$ cat src/rtl/alu_nibble_seq.sv
// Drives one 4-bit 74181 slice nibble by nibble, LSB first, to build a 4*NIBBLES-bit result with carry-out, equality and zero flags.
// Optional abort input is enabled by defining ALU_NIBBLE_SEQ_ABORT_EN.
module alu_nibble_seq #(
    parameter int NIBBLES = 4,
    localparam int W = 4 * NIBBLES
) (
    input  logic         clk,
    input  logic         rst,
`ifdef ALU_NIBBLE_SEQ_ABORT_EN
    input  logic         abort,
`endif
    input  logic         start,
    input  logic [W-1:0] op_a,
    input  logic [W-1:0] op_b,
    input  logic [3:0]   sel,
    input  logic         mode,
    input  logic         cin_n,
    output logic         in_ready,
    output logic         busy,
    output logic         done,
    output logic [W-1:0] result,
    output logic         cout_n,
    output logic         eq,
    output logic         zero,
    output logic [3:0]   alu_A,
    output logic [3:0]   alu_B,
    output logic [3:0]   alu_S,
    output logic         alu_M,
    output logic         alu_Cn,
    input  logic [3:0]   alu_F,
    input  logic         alu_Cn_out,
    input  logic         alu_A_eq_B
);

    localparam int IW = (NIBBLES > 1) ? $clog2(NIBBLES) : 1;

    typedef enum logic [1:0] {
        ST_IDLE = 2'd0,
        ST_RUN  = 2'd1,
        ST_DONE = 2'd2
    } state_t;

    state_t          r_state;
    logic [IW-1:0]   r_idx;
    logic [W-1:0]    r_op_a;
    logic [W-1:0]    r_op_b;
    logic [W-1:0]    r_res;
    logic [W-1:0]    r_result;
    logic [3:0]      r_sel;
    logic            r_mode;
    logic            r_carry;
    logic            r_eq_acc;
    logic            r_in_ready;
    logic            r_busy;
    logic            r_done;
    logic            r_cout_n;
    logic            r_eq;
    logic            r_zero;

    logic [W-1:0]    w_res_next;
    logic            w_last;
    logic            w_abort;

`ifdef ALU_NIBBLE_SEQ_ABORT_EN
    assign w_abort = abort;
`else
    assign w_abort = 1'b0;
`endif

    assign w_last = (r_idx == IW'(NIBBLES - 1));

    // Staged result with the current slice output merged into its nibble.
    always_comb begin
        w_res_next = r_res;
        w_res_next[{r_idx, 2'b00} +: 4] = alu_F;
    end

    // Slice operand mux; data inputs are parked at zero and carry at "none" outside RUN.
    always_comb begin
        if (r_state == ST_RUN) begin
            alu_A  = r_op_a[{r_idx, 2'b00} +: 4];
            alu_B  = r_op_b[{r_idx, 2'b00} +: 4];
            alu_Cn = r_carry;
        end else begin
            alu_A  = 4'h0;
            alu_B  = 4'h0;
            alu_Cn = 1'b1;
        end
    end

    assign alu_S    = r_sel;
    assign alu_M    = r_mode;
    assign in_ready = r_in_ready;
    assign busy     = r_busy;
    assign done     = r_done;
    assign result   = r_result;
    assign cout_n   = r_cout_n;
    assign eq       = r_eq;
    assign zero     = r_zero;

    // Sequencer FSM: latch on start, one nibble per cycle, publish flags on the last nibble.
    always_ff @(posedge clk or posedge rst) begin
        if (rst) begin
            r_state    <= ST_IDLE;
            r_idx      <= {IW{1'b0}};
            r_op_a     <= {W{1'b0}};
            r_op_b     <= {W{1'b0}};
            r_res      <= {W{1'b0}};
            r_result   <= {W{1'b0}};
            r_sel      <= 4'h0;
            r_mode     <= 1'b0;
            r_carry    <= 1'b1;
            r_eq_acc   <= 1'b1;
            r_in_ready <= 1'b1;
            r_busy     <= 1'b0;
            r_done     <= 1'b0;
            r_cout_n   <= 1'b1;
            r_eq       <= 1'b0;
            r_zero     <= 1'b0;
        end else begin
            case (r_state)
                ST_IDLE: begin
                    r_done <= 1'b0;
                    if (start) begin
                        r_op_a     <= op_a;
                        r_op_b     <= op_b;
                        r_sel      <= sel;
                        r_mode     <= mode;
                        r_carry    <= cin_n;
                        r_idx      <= {IW{1'b0}};
                        r_eq_acc   <= 1'b1;
                        r_in_ready <= 1'b0;
                        r_busy     <= 1'b1;
                        r_state    <= ST_RUN;
                    end else begin
                        r_in_ready <= 1'b1;
                    end
                end
                ST_RUN: begin
                    if (w_abort) begin
                        r_idx      <= {IW{1'b0}};
                        r_in_ready <= 1'b1;
                        r_busy     <= 1'b0;
                        r_state    <= ST_IDLE;
                    end else begin
                        r_res    <= w_res_next;
                        r_carry  <= alu_Cn_out;
                        r_eq_acc <= r_eq_acc & alu_A_eq_B;
                        if (w_last) begin
                            r_result <= w_res_next;
                            r_cout_n <= alu_Cn_out;
                            r_eq     <= r_eq_acc & alu_A_eq_B;
                            r_zero   <= (w_res_next == {W{1'b0}});
                            r_idx    <= {IW{1'b0}};
                            r_done   <= 1'b1;
                            r_busy   <= 1'b0;
                            r_state  <= ST_DONE;
                        end else begin
                            r_idx <= r_idx + IW'(1);
                        end
                    end
                end
                ST_DONE: begin
                    r_done     <= 1'b0;
                    r_in_ready <= 1'b1;
                    r_state    <= ST_IDLE;
                end
                default: begin
                    r_done     <= 1'b0;
                    r_busy     <= 1'b0;
                    r_in_ready <= 1'b1;
                    r_state    <= ST_IDLE;
                end
            endcase
        end
    end

endmodule

$ cat config.mk
export PLATFORM = sky130hd
export DESIGN_NAME = alu_nibble_seq
export DESIGN_NICKNAME = d
export VERILOG_FILES = /design/src/rtl/alu_nibble_seq.sv
export SDC_FILE = /design/constraint.sdc
export NUM_CORES = 1
export LEC_CHECK = 0
export ABC_AREA = 1
export ABC_CLOCK_PERIOD_IN_PS = 3200
export CAP_MARGIN = 20
export CORE_UTILIZATION = 50
export CTS_BUF_LIST = sky130_fd_sc_hd__clkbuf_16
export DETAILED_ROUTE_END_ITERATION = 7
export PLACE_DENSITY_LB_ADDON = 0.25
export SLEW_MARGIN = 0
export SYNTH_ARGS = -nofsm -noshare
export SYNTH_HDL_FRONTEND = slang
export SYNTH_SLANG_ARGS = --single-unit
$ cat constraint.sdc
create_clock -name clk -period 3.2 [get_ports clk]
set_input_delay 0.48 -clock clk [delete_from_list [all_inputs] [get_ports clk]]
set_output_delay 0.48 -clock clk [all_outputs]
set_load 0.02 [all_outputs]
==> impl_metrics.yaml <==
floorplan:
  core_mm2: 0.00725
  fp.dieH_um: 88.6
  die_area_mm2: 0.00786
  start_util: 0.517
  die_x_um: 88.6
  top_level_ports: 83
  row_count: 31
timing:
  clock_skew_ps: 5.03
  rsz0062_at_grt: "no"
  tns_ps: 0
  tightest_slew_ps: 744
  slew_headroom: 0.503
  setup_viol: 0
  final-hold-violation-count: 0
  fin_crit_sh: 0.883
  period_needed_ps: 2830
  clock.fmax_ghz: 0.354
  maxSlewViolCount: 0
routing:
  first_pass_iters: 4
  vias: 3295
  drt-initial-drc-count: 247
  finalWirelength_um: 8560
  antenna_left: 0
  route.detailed.drc: 0
  routedWlPerCell_um: 12.9
  vias_per_cell: 4.97
global_route:
  grt_pass1_vias: 3180
  grt_max_degree: 48
  track_usage: 0.243
  grt_overflow_total: 0
  antenna_found_initial: 0
  grt_pass1_wl_um: 14500
synthesis:
  ys_ff_latch: 81
  async_reset_ff_frac: 1.00
  synthAdderAreaFrac: 0.0200
  synth_flop_cell: "dfrtp_1"
  syn_area_mm2: 0.00375
  yosys.area_share.simple: 0.294
  synth-compound-area-share: 0.0884
  synth_cells: 478
  syn_nets: 531
  seq_area_frac_synth: 0.542
  synth.distinct_cells: 24
  synth_xor_xnor_area_share: 0
  ys_warn_count: 0
  synth_area_leader_cell: "dfrtp_1"
  synth_top_family_by_area: "simple AND/OR/NAND/NOR gates"
  synth_top_area_frac: 0.514
  avgSynthCellArea_um2: 7.85
  synthMuxAreaShare: 0
  yosys-top-cells-area: "dfrtp_1 51%, nand2_1 22%, nor2_1 5.1%"
  synth.most_common_cell: "nand2_1"
  synth_edf_count: 0
  yosys-top-cells-count: "216 x nand2_1, 77 x dfrtp_1, 51 x nor2_1"
worst_setup_path:
  endpoint_kind: "output pin"
  crit_type: "reg -> out"
  crit_fanout: 17
  regToRegSetupSlack_ps: 710
  cpMaxStageDelayCell: "dfrtp_1"
  critPathLaunchType: "flop"
  path_cells: "inv_1, nor2_1, o21ai_0, a21oi_1, clkdlybuf4s50_1"
  required_ps: 2720
  crit_arrival_ps: 2350
  critPathMaxStageDelay_ps: 690
cts:
  postCtsSetupBuffers: 0
  cts_resized: 0
  cts.sinks: 81
  root_buffer: "clkbuf_16"
  cts_buffers: 9
  clockBufferDepth: 2
  clkSlewWorstSetupHoldPaths_ps: 60
  h-tree-depth: 3
  cts_hold_buf: 0
  cts_tree: "done"
  clock_latency_ps: 330
power:
  irDropWorstVdd_v: 0.000539
  p_leak_nw: 2.41
  power_density_mw_per_mm2: 1070
final_layout:
  syn2layout_area_growth_pct: 31.1
  nNetsFinal: 612
  drive_above_1_share: 0.0550
  final_area_mm2: 0.00492
  diodes: 0
placed_design:
  routabilityCongestion: 0.833
  dpl-instance-area_mm2: 0.00466
  port-buffer-count: 82
  dp_hpwl_um: 5950
outcome:
  outcome: "complete, no violations"
run:
  cap_viol_max_count: 0
min_path:
  hold_path.class: "reg -> reg"
## sequential cells by signal (all words and copies together), names as in the netlist, 2 cells and up
signal,flops
result,16
r_op_b,16
r_op_a,16
r_state,2
r_idx,2
alu_S,4
r_res,16
## worst paths after layout
kind | from | cells after the start | to
max reg2reg | r_idx[0] | 12 | zero
min in group asynchronous | rst | 2 | r_res[7]
max in group asynchronous | rst | 3 | in_ready
min | cout_n | 2 | cout_n
max | r_idx[1] | 5 | alu_B[0]
min reg2reg | cout_n | 2 | cout_n
## worst max-delay path: cells and delay by family (launching register included)
kind | cells | cell delay [ps]
and+or+nand+nor | 1 | 160
buffers and inverters | 2 | 900
DFF | 1 | 690
AOI/OAI and AO/OA | 2 | 260
## metal layers
| metal | track usage | wire length (um) | part of all wire |
|---|---|---|---|
| met5 | 0 | 0 | 0 |
| met4 | 0.0836 | 86 | 0.010 |
| met3 | 0.0588 | 450 | 0.053 |
| met2 | 0.400 | 4270 | 0.50 |
| met1 | 0.317 | 3760 | 0.44 |
## power breakdown
part	total [mW]	internal [mW]	switching [mW]
logic	2.49	1.00	1.49
registers	1.84	1.53	0.311
clock network	0.913	0.516	0.397
## stage by stage
step / util / power (mW) / instances / worst slack [ps] / hold slack, ps
after floorplan: - / 3.44 / 478 / 647 / 444
after global placement: 0.642 / 4.26 / 647 / 821 / 457
after detailed placement: 0.642 / 4.34 / 647 / 752 / 460
after CTS: 0.678 / 5.28 / 663 / 342 / 473
after global routing: 0.678 / 5.68 / 663 / 189 / 485
final: 0.678 / 5.25 / 663 / 373 / 473
## cells in the final DEF, fill, tap and decap left out
| cell | netlist | layout |
|---|---|---|
| ha_1 | 6 | 6 |
| nand3_1 | 11 | 11 |
| clkinv_1 | 2 | 3 |
| a21oi_1 | 12 | 12 |
| o21ai_1 | 4 | 4 |
| nand3b_1 | 1 | 1 |
| nor2_4 | 1 | 1 |
| o21a_1 | 1 | 1 |
| inv_1 | 27 | 27 |
| dfrtp_1 | 77 | 77 |
| dfstp_2 | 4 | 4 |
| nand2_4 | 1 | 1 |
| nor2_1 | 51 | 51 |
| nand3_2 | 1 | 1 |
| nand2_1 | 216 | 216 |
| o22ai_1 | 1 | 1 |
| clkinvlp_4 | 0 | 1 |
| o211ai_1 | 6 | 6 |
| o21ai_0 | 21 | 21 |
| clkbuf_16 | 0 | 9 |
| clkdlybuf4s50_1 | 0 | 82 |
| buf_4 | 1 | 8 |
| a31oi_1 | 14 | 14 |
| clkinv_4 | 0 | 1 |
| nand2_2 | 1 | 1 |
| clkinv_2 | 0 | 4 |
## cell type report
| type | count | area (um^2) |
|---|---|---|
| Clock buffer | 9 | 225 |
| Clock inverter | 7 | 38.8 |
| Fill cell | 601 | 2330 |
| Timing Repair Buffer | 90 | 881 |
| Inverter | 29 | 110 |
| Tap cell | 99 | 124 |
| Sequential cell | 81 | 2030 |
| Multi-Input combinational cell | 348 | 1510 |
## cells by family after synthesis
family                   count (synthesis)
buffers and inverters                   49
AND/OR/NAND/NOR                        283
flip-flops                              81
adder cells (fa/ha/maj)                  6
AO/OA/AOI/OAI                           59
No activity file was read; power rests on OpenSTA's default activity.
